### config.mk
export PLATFORM = sky130hd
export DESIGN_NAME = instr_loader
export DESIGN_NICKNAME = d
export VERILOG_FILES = /design/src/rtl/instr_loader.sv
export SDC_FILE = /design/constraint.sdc
export NUM_CORES = 1
export LEC_CHECK = 0
export CORE_ASPECT_RATIO = 0.75
export CORE_MARGIN = 3
export CORE_UTILIZATION = 45
export CTS_BUF_LIST = sky130_fd_sc_hd__clkbuf_16
export CTS_CLUSTER_SIZE = 8
export DETAILED_ROUTE_END_ITERATION = 10
export HOLD_SLACK_MARGIN = 0.02
export SKIP_LAST_GASP = 1
export SYNTH_ARGS = -nofsm -noshare
export SYNTH_HDL_FRONTEND = slang
export SYNTH_SLANG_ARGS = --single-unit
### constraint.sdc
create_clock -name clk -period 4.91 [get_ports clk]
set_clock_uncertainty 0.2 [all_clocks]
set_input_delay 1.2275 -clock clk [delete_from_list [all_inputs] [get_ports clk]]
set_output_delay 1.2275 -clock clk [all_outputs]
set_load 0.01 [all_outputs]
### src/rtl/instr_loader.sv
// ---------------------------------------------------------------------------
// instr_loader
//   Front end for the bit-serial CPU core. A 3-wire serial link
//   (ser_clk / ser_data / ser_latch) delivers 16-bit instruction frames MSB
//   first. Each complete frame is buffered in a small FIFO and issued to the
//   core as opcode/instr with a one-cycle inst_done strobe. After each issue
//   the loader waits ISSUE_GAP cycles so the core can execute. The raw step
//   button is debounced into a single-cycle btn_edge pulse.
//
// Ports
//   clk        in   system clock
//   rst_n      in   synchronous active-low reset
//   ser_clk    in   external shift clock (asynchronous)
//   ser_data   in   serial data, sampled on ser_clk rising edge
//   ser_latch  in   frame commit strobe, acted on at its rising edge
//   btn_raw    in   raw push button (asynchronous, bouncy)
//   opcode     out  issued word[15:12]
//   instr      out  issued word[11:0]
//   inst_done  out  1-cycle pulse, opcode/instr are new this cycle
//   btn_edge   out  1-cycle pulse on debounced button press
//   fifo_full  out  FIFO holds FIFO_DEPTH entries
//   fifo_empty out  FIFO holds no entries
//   frame_err  out  1-cycle pulse, latch seen with bit count != 16
//   overflow   out  1-cycle pulse, valid frame dropped because FIFO full
// ---------------------------------------------------------------------------
module instr_loader #(
    parameter int FIFO_DEPTH   = 4,
    parameter int ISSUE_GAP    = 16,
    parameter int DEBOUNCE_CYC = 8
) (
    input  logic        clk,
    input  logic        rst_n,
    input  logic        ser_clk,
    input  logic        ser_data,
    input  logic        ser_latch,
    input  logic        btn_raw,
    output logic [3:0]  opcode,
    output logic [11:0] instr,
    output logic        inst_done,
    output logic        btn_edge,
    output logic        fifo_full,
    output logic        fifo_empty,
    output logic        frame_err,
    output logic        overflow
);

    localparam int PTR_W = (FIFO_DEPTH > 1) ? $clog2(FIFO_DEPTH) : 1;
    localparam int CNT_W = $clog2(FIFO_DEPTH + 1);
    localparam int GAP_W = $clog2(ISSUE_GAP + 1);
    localparam int DB_W  = $clog2(DEBOUNCE_CYC + 1);

    localparam logic [CNT_W-1:0] FULL_CNT = CNT_W'(FIFO_DEPTH);
    localparam logic [GAP_W-1:0] GAP_LOAD = GAP_W'(ISSUE_GAP - 1);
    localparam logic [DB_W-1:0]  DB_LOAD  = DB_W'(DEBOUNCE_CYC - 1);

    // Bit positions inside the synchronizer vectors
    localparam int IDX_CLK   = 0;
    localparam int IDX_DATA  = 1;
    localparam int IDX_LATCH = 2;
    localparam int IDX_BTN   = 3;

    typedef enum logic [1:0] {
        S_IDLE  = 2'd0,
        S_ISSUE = 2'd1,
        S_HOLD  = 2'd2
    } state_t;

    // ---------------- synchronizers and edge history ----------------
    logic [3:0] sync1_q, sync1_d;
    logic [3:0] sync2_q, sync2_d;
    logic [1:0] hist_q,  hist_d;
    logic       clk_rise;
    logic       latch_rise;
    logic       data_s;
    logic       btn_s;

    // ---------------- serial receiver ----------------
    logic [15:0] shreg_q, shreg_d, shreg_nxt;
    logic [4:0]  bitcnt_q, bitcnt_d, bitcnt_nxt;
    logic        push;
    logic        frame_err_q, frame_err_d;
    logic        overflow_q, overflow_d;

    // ---------------- FIFO ----------------
    logic [15:0]      mem_q [FIFO_DEPTH];
    logic [15:0]      mem_d [FIFO_DEPTH];
    logic [PTR_W-1:0] wr_ptr_q, wr_ptr_d;
    logic [PTR_W-1:0] rd_ptr_q, rd_ptr_d;
    logic [CNT_W-1:0] count_q, count_d;
    logic             full_q, full_d;
    logic             empty_q, empty_d;
    logic [15:0]      head;

    // ---------------- issue FSM ----------------
    state_t           state_q, state_d;
    logic [GAP_W-1:0] gap_q, gap_d;
    logic [3:0]       opcode_q, opcode_d;
    logic [11:0]      instr_q, instr_d;
    logic             inst_done_q, inst_done_d;
    logic             pop;

    // ---------------- debouncer ----------------
    logic [DB_W-1:0] db_cnt_q, db_cnt_d;
    logic            level_q, level_d;
    logic            level_hist_q, level_hist_d;
    logic            btn_edge_q, btn_edge_d;

    // All four async inputs share the same two-flop depth so they stay aligned
    always_comb begin
        sync1_d = {btn_raw, ser_latch, ser_data, ser_clk};
        sync2_d = sync1_q;
        hist_d  = {sync2_q[IDX_LATCH], sync2_q[IDX_CLK]};
    end

    assign clk_rise   = sync2_q[IDX_CLK]   & ~hist_q[0];
    assign latch_rise = sync2_q[IDX_LATCH] & ~hist_q[1];
    assign data_s     = sync2_q[IDX_DATA];
    assign btn_s      = sync2_q[IDX_BTN];

    // Shift and commit; a shift in the same cycle as the latch counts toward the frame
    always_comb begin
        shreg_nxt   = shreg_q;
        bitcnt_nxt  = bitcnt_q;
        if (clk_rise) begin
            shreg_nxt = {shreg_q[14:0], data_s};
            if (bitcnt_q != 5'd17) begin
                bitcnt_nxt = bitcnt_q + 5'd1;
            end else begin
                bitcnt_nxt = bitcnt_q;
            end
        end else begin
            shreg_nxt  = shreg_q;
            bitcnt_nxt = bitcnt_q;
        end

        shreg_d     = shreg_nxt;
        bitcnt_d    = bitcnt_nxt;
        push        = 1'b0;
        frame_err_d = 1'b0;
        overflow_d  = 1'b0;
        if (latch_rise) begin
            bitcnt_d = 5'd0;
            if (bitcnt_nxt == 5'd16) begin
                // A pop in this cycle frees a slot even when the FIFO reads full
                if (!full_q || pop) begin
                    push = 1'b1;
                end else begin
                    overflow_d = 1'b1;
                end
            end else begin
                frame_err_d = 1'b1;
            end
        end else begin
            bitcnt_d = bitcnt_nxt;
        end
    end

    assign head = mem_q[rd_ptr_q];

    // FIFO storage, pointers and occupancy; full/empty follow the next count
    always_comb begin
        mem_d = mem_q;
        if (push) begin
            mem_d[wr_ptr_q] = shreg_nxt;
            wr_ptr_d        = wr_ptr_q + PTR_W'(1);
        end else begin
            wr_ptr_d = wr_ptr_q;
        end
        if (pop) begin
            rd_ptr_d = rd_ptr_q + PTR_W'(1);
        end else begin
            rd_ptr_d = rd_ptr_q;
        end
        case ({push, pop})
            2'b10:   count_d = count_q + CNT_W'(1);
            2'b01:   count_d = count_q - CNT_W'(1);
            default: count_d = count_q;
        endcase
        full_d  = (count_d == FULL_CNT);
        empty_d = (count_d == '0);
    end

    // Issue FSM: pop in IDLE, strobe in ISSUE, wait out the gap in HOLD
    always_comb begin
        state_d     = state_q;
        gap_d       = gap_q;
        opcode_d    = opcode_q;
        instr_d     = instr_q;
        inst_done_d = 1'b0;
        pop         = 1'b0;
        case (state_q)
            S_IDLE: begin
                if (!empty_q) begin
                    pop         = 1'b1;
                    opcode_d    = head[15:12];
                    instr_d     = head[11:0];
                    inst_done_d = 1'b1;
                    state_d     = S_ISSUE;
                end else begin
                    state_d = S_IDLE;
                end
            end
            S_ISSUE: begin
                gap_d   = GAP_LOAD;
                state_d = S_HOLD;
            end
            S_HOLD: begin
                if (gap_q == '0) begin
                    state_d = S_IDLE;
                end else begin
                    gap_d = gap_q - GAP_W'(1);
                end
            end
            default: begin
                state_d = S_IDLE;
            end
        endcase
    end

    // Debounce: level flips only after DEBOUNCE_CYC consecutive differing cycles
    always_comb begin
        level_d      = level_q;
        db_cnt_d     = db_cnt_q;
        level_hist_d = level_q;
        if (btn_s == level_q) begin
            db_cnt_d = DB_LOAD;
        end else if (db_cnt_q == '0) begin
            level_d  = ~level_q;
            db_cnt_d = DB_LOAD;
        end else begin
            db_cnt_d = db_cnt_q - DB_W'(1);
        end
        btn_edge_d = level_q & ~level_hist_q;
    end

    // Synchronizer and edge-history registers
    always_ff @(posedge clk) begin
        if (!rst_n) begin
            sync1_q <= 4'b0000;
            sync2_q <= 4'b0000;
            hist_q  <= 2'b00;
        end else begin
            sync1_q <= sync1_d;
            sync2_q <= sync2_d;
            hist_q  <= hist_d;
        end
    end

    // Serial receiver registers and error pulses
    always_ff @(posedge clk) begin
        if (!rst_n) begin
            shreg_q     <= 16'h0000;
            bitcnt_q    <= 5'd0;
            frame_err_q <= 1'b0;
            overflow_q  <= 1'b0;
        end else begin
            shreg_q     <= shreg_d;
            bitcnt_q    <= bitcnt_d;
            frame_err_q <= frame_err_d;
            overflow_q  <= overflow_d;
        end
    end

    // FIFO registers
    always_ff @(posedge clk) begin
        if (!rst_n) begin
            for (int i = 0; i < FIFO_DEPTH; i++) begin
                mem_q[i] <= 16'h0000;
            end
            wr_ptr_q <= '0;
            rd_ptr_q <= '0;
            count_q  <= '0;
            full_q   <= 1'b0;
            empty_q  <= 1'b1;
        end else begin
            mem_q    <= mem_d;
            wr_ptr_q <= wr_ptr_d;
            rd_ptr_q <= rd_ptr_d;
            count_q  <= count_d;
            full_q   <= full_d;
            empty_q  <= empty_d;
        end
    end

    // Issue FSM state and issued-word registers
    always_ff @(posedge clk) begin
        if (!rst_n) begin
            state_q     <= S_IDLE;
            gap_q       <= '0;
            opcode_q    <= 4'h0;
            instr_q     <= 12'h000;
            inst_done_q <= 1'b0;
        end else begin
            state_q     <= state_d;
            gap_q       <= gap_d;
            opcode_q    <= opcode_d;
            instr_q     <= instr_d;
            inst_done_q <= inst_done_d;
        end
    end

    // Debouncer registers
    always_ff @(posedge clk) begin
        if (!rst_n) begin
            db_cnt_q     <= DB_LOAD;
            level_q      <= 1'b0;
            level_hist_q <= 1'b0;
            btn_edge_q   <= 1'b0;
        end else begin
            db_cnt_q     <= db_cnt_d;
            level_q      <= level_d;
            level_hist_q <= level_hist_d;
            btn_edge_q   <= btn_edge_d;
        end
    end

    assign opcode     = opcode_q;
    assign instr      = instr_q;
    assign inst_done  = inst_done_q;
    assign btn_edge   = btn_edge_q;
    assign fifo_full  = full_q;
    assign fifo_empty = empty_q;
    assign frame_err  = frame_err_q;
    assign overflow   = overflow_q;

endmodule

==> impl_metrics.toml, run 1 <==
[outcome]
outcome = "complete, no violations"

[detailed_routing]
ant_nets = 0
met1_length_um = 5660
viasPerCell = 4.95
wl_met3_um = 390
drcViolationCount = 0
dr.max_layer_used = "met4"
drtPass1Iterations = 5
drt-initial-drc-count = 201
wl_met2_um = 4640
avgRoutedWirePerCell_um = 14.0
vias = 3815
routed_wl_um = 10800

[sta]
slew_viol_final = 0
rsz0062_at_grt = "no"
holdWs_ns = 0.185
hold_viol_final = 0
period_share = 0.756
setup_violations = 0
tns_ns = 0
min_period_ns = 3.71
worst_pin_slew_ns = 1.19
fmax_mhz = 270
timing.slew.headroom = 0.205

[synth]
synthDistinctLibCells = 39
synth-main-ff-cell = "dfxtp_1"
syn_inst = 579
synth-edff-count = 0
synth_most_common_cell = "nand2_1"
ys_ff_latch = 137
synthTopCellsByCount = "nand2_1 (175), dfxtp_1 (137), mux2i_1 (67)"
synth_top_area_cell = "dfxtp_1"
syn_area_per_cell_um2 = 9.67
synth_nets = 596
ys_seq_area_frac = 0.490
yosysWarningCount = 0
async_flop_share = 0
netlist_top_cells_area = "dfxtp_1 (49%), mux2i_1 (12%), nand2_1 (12%), mux4_2 (6.4%), ha_1 (2.2%)"
syn-cell-area_um2 = 5600
netlist.area_leader.share = 0.490

[placement]
place_area_um2 = 5930
gp_congestion = 0.714
port_buffers = 27
hpwl_um = 7130

[floorplan]
num_io_pins = 28
std_cell_rows = 34
die_w_um = 135
initial_utilization = 0.472
coreArea_um2 = 11900
die_h_um = 103
die_area_um2 = 13800

[clocking]
cts_hold_buf = 0
tritoncts = "done"
path_clk_slew_ns = 0.06
cts_sinks = 137
htreeDepth = 4
cts_resized = 0
clock_latency_ns = 0.41
clockRootBuffer = "clkbuf_16"
postCtsSetupBuffers = 0
cts_made_buffers = 17
clk_path_buf_depth = 2

[power_and_ir_drop]
peakVddDrop_uv = 241
total_power_mw = 2.67
power_density_nw_per_um2 = 411
leakage_nw = 2.91

[layout]
regArea_um2 = 2740
nets = 614
syn_to_final_growth_pct = 16.3
final_area_um2 = 6510
fillers = 1063
multi_input_area_um2 = 2580
layout-drive-gt1-share = 0.0952
diodes = 0

[grt]
grt_util_all_layers = 0.169
first_global_vias = 3735
grt_first_pass_wirelength_um = 18300
antenna_found_initial = 0
grt_overflow = 0
grt_max_degree = 100

[setup_path]
max_stage_delay_ns = 0.68
path_common_cell = "inv_1"
cp_num_buf_inv = 2
critical-path-slowest-cell = "or4_4"
path_max_fanout = 19
worst_setup_path_end_kind = "register"
crit_required_ns = 4.96
cp_top_family = "simple AND/OR/NAND/NOR gates"
arrival_ns = 3.76
start_kind = "register"
crit_chain = "nand2b_1 -> or4_4 -> a22oi_4 -> and3_1 -> inv_1 -> ha_1 -> inv_1 -> fa_1 -> nor3b_1 -> a31oi_1 -> a21oi_1"
crit_type = "register to register"

[worst_hold_path]
hold_class = "register to register"

[flow_run]
drv_cap = 0
-- layer usage --
metal,global-route usage,vias to the layer above
met5,0,-
met4,0.0610,0
met3,0.0444,13
met2,0.252,54
met1,0.239,1817
li1,-,1931
-- placed cells by master (no fill, tap or decap), types with 2 or more instances in the layout --
master,count
mux2i_1,67
xor2_1,9
nand2_1,175
mux4_2,16
dfxtp_1,137
nand4_4,4
nor3b_1,3
bufinv_16,3
a211oi_1,2
xnor2_1,7
buf_4,2
clkinvlp_4,2
nor2_1,20
clkinv_2,6
clkdlybuf4s50_1,26
ha_1,10
nand3_1,2
and2_1,11
a21oi_1,21
inv_1,31
nor3_1,10
nand4_1,2
nand2b_1,2
clkbuf_16,17
nor2b_1,4
-- cells by family after synthesis --
group | share of synthesized area
compound gates | 0.0304
xor+xnor | 0.0250
buf+inv | 0.0487
flops | 0.490
simple gates | 0.194
fa+ha+maj | 0.0259
mux | 0.186
-- where the power goes --
part,switching (mW),total (mW),internal [mW]
registers,0.0197,1.16,1.14
logic,0.159,0.257,0.0976
clock network,0.465,1.25,0.789
-- area by class of cell --
type | count | share of cell area
clock inverters | 14 | 0.0240
multi-input cells | 380 | 0.397
inverters | 32 | 0.0185
clock buffers | 17 | 0.0654
flip-flops and latches | 137 | 0.421
well taps | 162 | 0.0311
repair buffers | 29 | 0.0431
-- worst paths after layout --
kind | start | endpoint | slack [ns] | cells past startpoint
worst min-delay path | level_hist_q | btn_edge | 0.19 | 1
worst max-delay path | hist_q[0] | fifo_empty | 1.20 | 11
worst min register to register | level_hist_q | btn_edge | 0.19 | 1
worst max register to register | hist_q[0] | fifo_empty | 1.20 | 11
-- registers in the layout (all words and copies together) (netlist names), 3 cells and up --
| signal | cells |
|---|---|
| opcode | 4 |
| count_q | 3 |
| bitcnt_q | 5 |
| sync2_q | 4 |
| instr | 12 |
| gap_q | 5 |
| mem_q | 64 |
| db_cnt_q | 4 |
| sync1_q | 4 |
| shreg_q | 16 |
-- through the flow --
stage / utilization / worst slack [ns] / cells
final: 0.548 / 1.20 / 771
after global routing: 0.548 / 0.967 / 771
after CTS: 0.548 / 1.16 / 771
after detailed placement: 0.499 / 1.17 / 740
after global placement: 0.499 / 1.27 / 740
after floorplan: - / 1.56 / 579
Power figures use the tool's default switching activity.
==> inputs of run 2 (changes only) <==
clock period = 3.8 ns   (was 4.91 ns; I/O delays follow)
==> run 2 against run 1 <==
Clock-buffer cell count is the same. Combinational power grew 37%. Hold slack lost 0.0026 ns. Critical path depth is 2 higher. Final area up 0.27%.
==> impl_metrics.toml, run 2 (synthesis gave the netlist of run 1 again) <==
[outcome]
outcome = "complete, no violations"

[grt]
first_global_vias = 3706
grt_overflow = 0
grt_util_all_layers = 0.172
antenna_found_initial = 0
grt_max_degree = 64
grt_first_pass_wirelength_um = 18200

[layout]
layout_common_cells = "nand2_1 (175), dfxtp_1 (137), mux2i_1 (67)"
diodes = 0
syn_to_final_growth_pct = 16.6
largest_reg_flops = 64
stdcell_count = 778
final_common_cell = "nand2_1"
nets = 620
layout-drive-gt1-share = 0.106
top_register = "mem_q"

[floorplan]
num_io_pins = 28
std_cell_rows = 34
die_w_um = 135
die_h_um = 103
initial_utilization = 0.472
coreArea_um2 = 11900
die_area_um2 = 13800

[detailed_routing]
drcViolationCount = 0
routed_wl_um = 11200
wl_met3_um = 373
met1_length_um = 5750
dr.max_layer_used = "met4"
avgRoutedWirePerCell_um = 14.4
drtPass1Iterations = 4
drt-initial-drc-count = 229
vias = 3835
viasPerCell = 4.93
ant_nets = 0
wl_met2_um = 4880

[setup_path]
start_kind = "register"
max_stage_delay_ns = 0.53
critical-path-slowest-cell = "or4_4"
crit_required_ns = 3.89
arrival_ns = 3.46
path_common_cell = "inv_1"
crit_chain = "inv_1 -> ha_1 -> nand2_1 -> or4_4 -> a22oi_4 -> and3_1 -> inv_1 -> ha_1 -> inv_1 -> fa_1 -> nor3b_1 -> a31oi_1 -> a21oi_1"
crit_type = "register to register"
path_max_fanout = 6
worst_setup_path_end_kind = "register"

[sta]
slew_viol_final = 0
tns_ns = 0
worst_pin_slew_ns = 1.03
min_period_ns = 3.37
period_share = 0.887
setup_violations = 0
fmax_mhz = 297
timing.slew.headroom = 0.310
rsz0062_at_grt = "no"
hold_viol_final = 0

[clocking]
cts_hold_buf = 0
path_clk_slew_ns = 0.06
cts_made_buffers = 17
tritoncts = "done"
cts_sinks = 137
clock_latency_ns = 0.42
clk_path_buf_depth = 2
cts_resized = 0
clockRootBuffer = "clkbuf_16"
postCtsSetupBuffers = 0
htreeDepth = 4

[power_and_ir_drop]
peakVddDrop_uv = 335
power_density_nw_per_um2 = 519
leakage_nw = 2.93

[placement]
hpwl_um = 7250
placed_cells = 746
port_buffers = 27
gp_congestion = 0.757

[flow_run]
drv_cap = 0

[worst_hold_path]
hold_class = "register to register"
run 2: cell count changes in the layout (fill, tap and decap cells not counted), sizes merged:
cell      previous run  this run
buf                  3         9
bufinv               3         1
inv                 33        35
clkinvlp             2         3
run 2: layout make-up:
type | count | area [um^2]
fillers | 1057 | 5340
multi-input cells | 380 | 2580
clock inverters | 15 | 129
repair buffers | 35 | 325
flip-flops and latches | 137 | 2740
well taps | 162 | 203
clock buffers | 17 | 425
inverters | 32 | 120
run 2: layer usage:
layer  up-vias  GRT usage
met4         0     0.0767
met3        15     0.0410
met1      1822      0.231
li1       1944          -
met5         -          0
met2        54      0.267
run 2: worst max-delay path, delay by kind of cell (launching register included):
kind | cells | cell delay (ns)
AOI/OAI and AO/OA | 3 | 0.47
adders and majority gates | 3 | 0.92
buffers and inverters | 3 | 0.21
DFF | 1 | 0.42
and+or+nand+nor | 4 | 1.00
run 2: worst paths after layout:
kind	startpoint	endpoint	slack [ns]	cells after the start
setup / recovery	bitcnt_q[1]	fifo_empty	0.43	13
hold / removal	level_hist_q	btn_edge	0.18	1
setup reg to reg	bitcnt_q[1]	fifo_empty	0.43	13
hold reg to reg	level_hist_q	btn_edge	0.18	1
run 2: metrics by stage:
step           hold WS (ns)  total power [mW]  utilization  setup slack (ns)  cell area, um^2
6_report              0.183              3.39        0.550             0.428             6530
5_1_grt               0.186              3.53        0.550             0.278             6530
4_1_cts               0.181              3.43        0.550             0.423             6530
3_5_place_dp          0.175              1.89        0.503             0.441             5970
3_3_place_gp          0.172              1.88        0.503             0.527             5970
2_1_floorplan         0.167              1.79            -             0.452             5600
run 2: where the power goes:
part	internal (mW)	switching (mW)
sequential	1.48	0.0264
combinational	0.135	0.218
clock	0.898	0.633
